File: src/rtl/twiddle_addr_sequencer_if.sv
// Run-control handshake and twiddle-ROM request bundle for twiddle_addr_sequencer.
// The slave side is the sequencer; the master side is the run controller / bridge.
interface twiddle_addr_sequencer_if #(
    parameter int FFT_N = 10
);
    localparam int SW = $clog2(FFT_N);

    logic             start;
    logic             ifft_in;
    logic             stall;
    logic             busy;
    logic             done;
    logic             tact_rom;
    logic [FFT_N-2:0] ta_rom;
    logic             evenOdd;
    logic             ifft;
    logic [SW-1:0]    stage;
    logic [FFT_N-2:0] bfly;
    logic             tw_valid;

    modport slave (
        input  start, ifft_in, stall,
        output busy, done, tact_rom, ta_rom, evenOdd, ifft, stage, bfly, tw_valid
    );

    modport master (
        output start, ifft_in, stall,
        input  busy, done, tact_rom, ta_rom, evenOdd, ifft, stage, bfly, tw_valid
    );
endinterface

File: src/rtl/twiddle_addr_sequencer.sv
// Walks all stages/butterflies of a radix-2 FFT run and issues twiddle ROM reads,
// with tw_valid tracking the bridge's fixed read latency.
module twiddle_addr_sequencer #(
    parameter int FFT_N   = 10,
    parameter int ROM_LAT = 3
) (
    input  logic                     clk,
    input  logic                     rst,
    twiddle_addr_sequencer_if.slave  bus
);
    localparam int W  = FFT_N - 1;
    localparam int SW = $clog2(FFT_N);

    localparam logic [W-1:0]       J_MAX   = {W{1'b1}};
    localparam logic [SW-1:0]      S_MAX   = SW'(FFT_N - 1);
    localparam logic [ROM_LAT-1:0] SR_LAST = ROM_LAT'(1) << (ROM_LAT - 1);

    typedef enum logic [1:0] {IDLE, EVEN, ODD, DRAIN} state_t;

    state_t             state, state_nxt;
    logic [SW-1:0]      s, s_nxt;
    logic [W-1:0]       j, j_nxt;
    logic               ifft_q, ifft_nxt;
    logic [ROM_LAT-1:0] rd_sr;
    logic [W-1:0]       tw_idx;
    logic               rd_issue;
    logic               drain_last;

    // k = (j mod 2**s) << (FFT_N-1-s); the shifted-out mask is all ones at the last stage.
    assign tw_idx   = (j & ~(J_MAX << s)) << (S_MAX - s);
    assign rd_issue = (state == EVEN) && !bus.stall;

    // Nothing left in flight except possibly the read now at the output. This also
    // ends DRAIN cleanly if a long stall in the final ODD let the last read emerge early.
    assign drain_last = (rd_sr & ~SR_LAST) == '0;

    // NOTE: sequential state uses non-blocking assignments so every register samples
    // pre-edge values regardless of statement order.
    always_ff @(posedge clk) begin
        if (rst) begin
            state  <= IDLE;
            s      <= '0;
            j      <= '0;
            ifft_q <= 1'b0;
            rd_sr  <= '0;
        end else begin
            state  <= state_nxt;
            s      <= s_nxt;
            j      <= j_nxt;
            ifft_q <= ifft_nxt;
            rd_sr  <= (rd_sr << 1) | ROM_LAT'(rd_issue);
        end
    end

    // NOTE: every combinational output gets a default first so no path infers a latch.
    always_comb begin
        state_nxt = state;
        s_nxt     = s;
        j_nxt     = j;
        ifft_nxt  = ifft_q;
        unique case (state)
            IDLE: begin
                if (bus.start) begin
                    state_nxt = EVEN;
                    s_nxt     = '0;
                    j_nxt     = '0;
                    ifft_nxt  = bus.ifft_in;
                end
            end
            EVEN: begin
                if (!bus.stall) state_nxt = ODD;
            end
            ODD: begin
                if (!bus.stall) begin
                    if (j != J_MAX) begin
                        j_nxt     = j + 1'b1;
                        state_nxt = EVEN;
                    end else if (s != S_MAX) begin
                        j_nxt     = '0;
                        s_nxt     = s + 1'b1;
                        state_nxt = EVEN;
                    end else begin
                        j_nxt     = '0;
                        s_nxt     = '0;
                        state_nxt = DRAIN;
                    end
                end
            end
            DRAIN: begin
                if (drain_last) state_nxt = IDLE;
            end
            default: state_nxt = IDLE;
        endcase
    end

    always_comb begin
        bus.busy     = (state != IDLE);
        bus.tact_rom = 1'b0;
        bus.evenOdd  = 1'b0;
        bus.ta_rom   = '0;
        bus.done     = 1'b0;
        unique case (state)
            EVEN: begin
                bus.tact_rom = !bus.stall;
                bus.ta_rom   = tw_idx;
            end
            ODD: begin
                bus.tact_rom = !bus.stall;
                bus.evenOdd  = 1'b1;
                bus.ta_rom   = tw_idx;
            end
            DRAIN:   bus.done = drain_last;
            default: ;
        endcase
    end

    assign bus.ifft     = ifft_q;
    assign bus.stage    = s;
    assign bus.bfly     = j;
    assign bus.tw_valid = rd_sr[ROM_LAT-1];
endmodule

File: src/flat_wrapper.sv
// flat-port wrapper written by rule: the top's interface ports become plain ports
module twiddle_addr_sequencer_flat 
#(
    parameter int FFT_N   = 10,
    parameter int ROM_LAT = 3
)
  (clk, rst, bus_start, bus_ifft_in, bus_stall, bus_busy, bus_done, bus_tact_rom, bus_ta_rom, bus_evenOdd, bus_ifft, bus_stage, bus_bfly, bus_tw_valid);
  twiddle_addr_sequencer_if #(.FFT_N(FFT_N)) bus_i ();
  input  logic clk;
  input  logic rst;
  input wire logic [$bits(bus_i.start)-1:0] bus_start;
  input wire logic [$bits(bus_i.ifft_in)-1:0] bus_ifft_in;
  input wire logic [$bits(bus_i.stall)-1:0] bus_stall;
  output wire logic [$bits(bus_i.busy)-1:0] bus_busy;
  output wire logic [$bits(bus_i.done)-1:0] bus_done;
  output wire logic [$bits(bus_i.tact_rom)-1:0] bus_tact_rom;
  output wire logic [$bits(bus_i.ta_rom)-1:0] bus_ta_rom;
  output wire logic [$bits(bus_i.evenOdd)-1:0] bus_evenOdd;
  output wire logic [$bits(bus_i.ifft)-1:0] bus_ifft;
  output wire logic [$bits(bus_i.stage)-1:0] bus_stage;
  output wire logic [$bits(bus_i.bfly)-1:0] bus_bfly;
  output wire logic [$bits(bus_i.tw_valid)-1:0] bus_tw_valid;
  assign bus_i.start = bus_start;
  assign bus_i.ifft_in = bus_ifft_in;
  assign bus_i.stall = bus_stall;
  assign bus_busy = bus_i.busy;
  assign bus_done = bus_i.done;
  assign bus_tact_rom = bus_i.tact_rom;
  assign bus_ta_rom = bus_i.ta_rom;
  assign bus_evenOdd = bus_i.evenOdd;
  assign bus_ifft = bus_i.ifft;
  assign bus_stage = bus_i.stage;
  assign bus_bfly = bus_i.bfly;
  assign bus_tw_valid = bus_i.tw_valid;
  twiddle_addr_sequencer #(.FFT_N(FFT_N), .ROM_LAT(ROM_LAT)) u_core (.clk(clk), .rst(rst), .bus(bus_i));
endmodule
File: config.mk
export PLATFORM = sky130hd
export DESIGN_NAME = twiddle_addr_sequencer_flat
export DESIGN_NICKNAME = d
export VERILOG_FILES = /design/src/rtl/twiddle_addr_sequencer_if.sv /design/src/rtl/twiddle_addr_sequencer.sv /design/src/flat_wrapper.sv
export SDC_FILE = /design/constraint.sdc
export NUM_CORES = 1
export LEC_CHECK = 0
export CORE_AREA = 2 2 68 70
export CTS_CLUSTER_DIAMETER = 60
export DETAILED_ROUTE_END_ITERATION = 10
export DIE_AREA = 0 0 70 72
export GPL_TIMING_DRIVEN = 0
export PLACE_DENSITY = 0.56
export SYNTH_ARGS = -nofsm -noshare
export SYNTH_HDL_FRONTEND = slang
export SYNTH_SLANG_ARGS = --single-unit
export TNS_END_PERCENT = 1
File: constraint.sdc
create_clock -name clk -period 3.19 [get_ports clk]
set_input_delay 0.638 -clock clk [delete_from_list [all_inputs] [get_ports clk]]
set_output_delay 0.638 -clock clk [all_outputs]
set_load 0.03 [all_outputs]
# Yosys cells after proc, flatten, opt, wreduce, memory -nomap -nowiden
# Cells that the tools add are included.
[word_totals]
output_inout_bits = 28
regBits = 19
input_bits = 5
word_cells = 54
[op_classes]
bitwise_logic = 3
eq_ne = 10
n_reduce_logical = 11
mux = 20
shifts = 2
n_addsub = 3
[ops]
columns = ["cell", "count"]
rows = [
  ["9-bit two-way mux", 4],
  ["9-bit case mux with 2 select lines", 1],
  ["4-bit two-way mux", 4],
  ["2-bit two-way mux", 6],
  ["9-bit by 1-bit adder with 9-bit output (second input constant)", 1],
  ["9-bit bitwise AND", 1],
  ["9-bit != test (second input constant)", 1],
  ["9-bit NOT", 1],
  ["9-bit by 4-bit << shifter with 9-bit output", 1],
  ["9-bit by 4-bit << shifter with 9-bit output (first input constant)", 1],
  ["2-bit != test (second input constant)", 4],
  ["2-bit case mux with 4 select lines", 1],
  ["4-bit case mux with 2 select lines", 1],
  ["4-bit AND reduction", 2],
  ["4-bit by 1-bit adder with 4-bit output (second input constant)", 1],
  ["2-bit equality test (second input constant)", 2],
  ["4-bit != test (second input constant)", 1],
  ["2-bit nonzero test", 2],
  ["4-bit subtractor (first input constant)", 1],
  ["3-bit zero test", 1],
  ["1-bit two-way mux", 3],
  ["3-bit by 1-bit OR with 3-bit output", 1],
  ["3-bit AND reduction", 1],
  ["2-bit by 1-bit equality test with 1-bit output (second input constant)", 1],
  ["other kinds (6)", 6],
]

# Logic depth before layout (Yosys ltp)
# Gate-level depths: netlist (run 1).
[depth]
word_depth = 5
ltp_mapped = 9

# Worst setup path before layout (run 1)
# OpenSTA, ideal clock, no wires.
[synth_path]
path_kind = "register -> output"
startpoint = "register u_core.s[1], in the netlist u_core.bus.stage[1]"
endpoint = "output port bus_ta_rom[4]"
path_stages_with_launch = 7
arrival_time_ps = 2640
setup_slack_ps = -88
cell_sequence = "dfxtp_1 -> clkinv_1 -> ha_1 -> ha_1 -> o32a_1 -> o21a_1 -> a311oi_1"
[synth_via]
elab_chain_len = 5
[synth_rtl]
columns = ["element", "line", "rtl"]
rows = [
  ["from (decl)", "twiddle_addr_sequencer.sv:21", "logic [SW-1:0] s, s_nxt;"],
  ["from (signal assigned)", "twiddle_addr_sequencer.sv:48", "s <= s_nxt;"],
  ["9-bit by 4-bit << shifter with 9-bit output", "twiddle_addr_sequencer.sv:30", "assign tw_idx = (j & ~(J_MAX << s)) << (S_MAX - s);"],
  ["9-bit NOT", "twiddle_addr_sequencer.sv:30", ""],
  ["9-bit bitwise AND", "twiddle_addr_sequencer.sv:30", ""],
  ["9-bit by 4-bit << shifter with 9-bit output *", "twiddle_addr_sequencer.sv:30", ""],
  ["9-bit two-way mux *", "twiddle_addr_sequencer.sv:102", "unique case (state)"],
  ["to (decl)", "flat_wrapper.sv:17", "output wire logic [$bits(bus_i.ta_rom)-1:0] bus_ta_rom;"],
]
# Every way passes the cells marked *; elsewhere a longest branch is shown, timed or not.

# Worst setup path after layout (run 1)
[layout_path]
startpoint = "register u_core.s[2], in the netlist u_core.bus.stage[2]"
endpoint = "output port bus_ta_rom[8]"
# The elaborated chain is that of the path after synthesis.

==> results of run 1 <==
cells by family (layout without fill, tap and decap cells):
logic type | count (synthesis) | after routing | share of synthesized area (%)
and+or+nand+nor | 81 | 81 | 29.3
AOI/OAI and AO/OA | 41 | 41 | 19.6
DFF | 19 | 19 | 25.6
buffers and inverters | 19 | 55 | 5.90
adders and majority gates | 14 | 14 | 11.8
xor gates and xnor gates | 7 | 7 | 4.13
muxes | 4 | 4 | 3.62
sequential cells by signal, summed over array words and instances (netlist names):
register	count
u_core.state	2
u_core.rd_sr	3
u_core.bus.bfly	9
u_core.bus.stage	4
u_core.bus.ifft	1
through the flow:
step / setup WS, ps / hold WS, ps / std cells / utilization [%]
2_1_floorplan: 153 / 456 / 185 / -
3_3_place_gp: -367 / 447 / 268 / 43.8
3_5_place_dp: -341 / 458 / 268 / 43.8
4_1_cts: 4.09 / 467 / 272 / 44.7
5_1_grt: -21.7 / 491 / 273 / 44.8
6_report: 120 / 463 / 273 / 44.8
worst max-delay path, cell delays in order, from the launching register on:
cell,delay [ps]
dfxtp_2,450
inv_1,100
ha_1,210
ha_1,350
nand3b_1,180
nor2_1,80
a32o_1,250
a211o_1,220
dlygate4sd2_1,350
how the worst min path moves through the flow:
stage / startpoint / end / slack (ps) / cells after the start
final: u_core.bus.ifft / u_core.bus.ifft / 460 / 2
after global routing: u_core.bus.ifft / u_core.bus.ifft / 490 / 2
after CTS: u_core.bus.ifft / u_core.bus.ifft / 470 / 2
after detailed placement: u_core.bus.ifft / u_core.bus.ifft / 460 / 2
after global placement: u_core.bus.ifft / u_core.bus.ifft / 450 / 2
after floorplan: u_core.rd_sr[1] / u_core.rd_sr[2] / 460 / 1
layout make-up:
cell class                      count  area, um2
Fill cell                         461       2350
Multi-Input combinational cell    147       1020
Sequential cell                    19        385
Timing Repair Buffer               32        300
Tap cell                           52       65.1
Buffer                             10       53.8
Clock buffer                        4       45.0
Inverter                            9       38.8
power by group:
part           internal, mW  total [mW]  switching, mW
Combinational         0.306       0.736          0.430
Clock                0.0886       0.167         0.0783
Sequential            0.277       0.348         0.0703
synthesized netlist by cell type (2+ instances only):
cell type | number | area (um2)
a211o_1 | 2 | 17.5
nor3b_1 | 3 | 22.5
o22ai_1 | 2 | 12.5
nor4b_1 | 2 | 17.5
nor2b_1 | 5 | 31.3
inv_1 | 7 | 26.3
o21ai_0 | 11 | 55.1
buf_4 | 2 | 15.0
or3_1 | 2 | 12.5
and3b_1 | 2 | 17.5
nand4_1 | 2 | 12.5
xor2_1 | 2 | 17.5
nor3_1 | 4 | 20.0
o21a_1 | 2 | 15.0
xnor2_1 | 5 | 43.8
and2_1 | 3 | 18.8
dfxtp_1 | 19 | 380
nand3_1 | 12 | 60.1
nor4_1 | 3 | 18.8
o211ai_1 | 3 | 22.5
nor2_1 | 17 | 63.8
mux2i_1 | 2 | 20.0
nand2b_1 | 5 | 31.3
a311oi_1 | 2 | 17.5
and3_1 | 4 | 25.0
ha_1 | 14 | 175
nand2_1 | 12 | 45.0
a21oi_1 | 8 | 40.0
buf_2 | 6 | 30.0
routing by layer:
layer	global-route usage [%]	vias to the layer above	wire, um
met5	0	-	0
met3	3.06	2	90
met4	2.56	0	19
li1	-	739	-
met2	26.7	19	1770
met1	20.6	652	1840
what timing repair did:
action | 4_1_cts | 5_1_grt
setup endpoints to repair | 9 | 5
buffers inserted | 0 | 1
gates resized for setup | 13 | 7
cells in the final DEF, fill, tap and decap left out, drive strengths merged, types with 5 or more instances in the layout:
cell	synthesis	layout
nor2b	5	5
nand3	12	12
dlygate4sd2	0	6
dfxtp	19	19
nand2	12	12
a21oi	9	9
ha	14	14
clkdlybuf4s50	0	22
o21ai	11	11
clkbuf	2	8
xnor2	5	5
nor2	17	17
nand2b	5	5
buf	8	9
inv	8	9
==> flow_summary.yaml, run 1 <==
setup_path:
  crit_type: "reg -> out"
  critPathLaunch: "u_core.bus.stage[2]"
  crit_path_max_fanout: 11
  r2r_cells: 9
  r2r_slack_ps: 1190
  rr_startpoint: "u_core.bus.bfly[0]"
  endpoint: "bus_ta_rom[8]"
  arrival_ps: 2430
  cp-end-kind: "output port"
  crit_required_ps: 2550
  startpoint_type: "register"
  r2r-end: "u_core.bus.stage[1]"
sta:
  worstMarginPinSlew_ps: 436
  max_freq_mhz: 326
  fin_crit_sh_pct: 96.3
  hold_viol_final: 0
  drv_slew: 0
  min_period_ps: 3070
  max_slew_margin_pct: 70.9
  setup_violations: 0
  grt_setup_unrepaired: "yes"
  fin_skew_ps: 3.58
  timing.setup.tns_ps: 0
synthesis:
  synth-seq-cells: 19
  yosysWarnings: 0
  avgSynthCellArea_um2: 8.03
  synth_enable_flop_cells: 0
  ys_seq_area_share_pct: 25.6
  syn_area_um2: 1490
  synth_cells: 185
  synth_cell_types: 51
  postSynth.asyncResetShare_pct: 0
  synthesis.nets: 204
  ys.flop_type: "dfxtp_1"
routing:
  drtPass1Iterations: 4
  vias_per_cell: 5.17
  drc: 0
  num_vias: 1412
  drt-initial-drc-count: 81
  ant_nets: 0
  wl_um: 3730
  avgRoutedWirePerCell_um: 13.7
floorplan:
  die_area_um2: 5040
  die_h_um: 72
  row_count: 24
  start_util_pct: 34.8
  ios: 33
  die_w_um: 70
  core-area_um2: 4260
power:
  peakVddDrop_mv: 0.569
  power_density_nw_per_um2: 654
  p_total_mw: 1.25
  p_leak_nw: 0.766
clock_tree:
  cts_tree: "yes"
  h-tree-depth: 1
  insertion_delay_ps: 250
  cts-root-buf: "clkbuf_8"
  clock_sinks: 19
  cts_buffers: 3
  path_clk_slew_ps: 70
  cts_buffer_depth: 2
  holdBufCountCts: 0
place:
  placed_area_um2: 1870
  routabilityCongestion: 0.800
  port_buffers: 31
  dp_hpwl_um: 2860
finish:
  finalNetCount: 241
  num_antenna_cells: 0
  finalInstanceArea_um2: 1910
  drive_gt1_share_pct: 12.2
  syn2layout_area_growth_pct: 28.7
outcome:
  outcome: "complete, no violations"
grt:
  grt_usage_pct: 15.5
  grt_max_degree: 12
  grt_pass1_wl_um: 6380
  antenna_found_initial: 0
  grt.overflow.total: 0
  first_global_vias: 1393
run:
  drv_cap: 0
min_path:
  hp-class: "reg -> reg"
No activity file was read; power rests on OpenSTA's default activity.
==> run 2, diff against run 1 <==
- CTS_CLUSTER_SIZE: unset -> 14
==> results of run 2 <==
Final layout, timing and power as in run 1 (identical DEF).
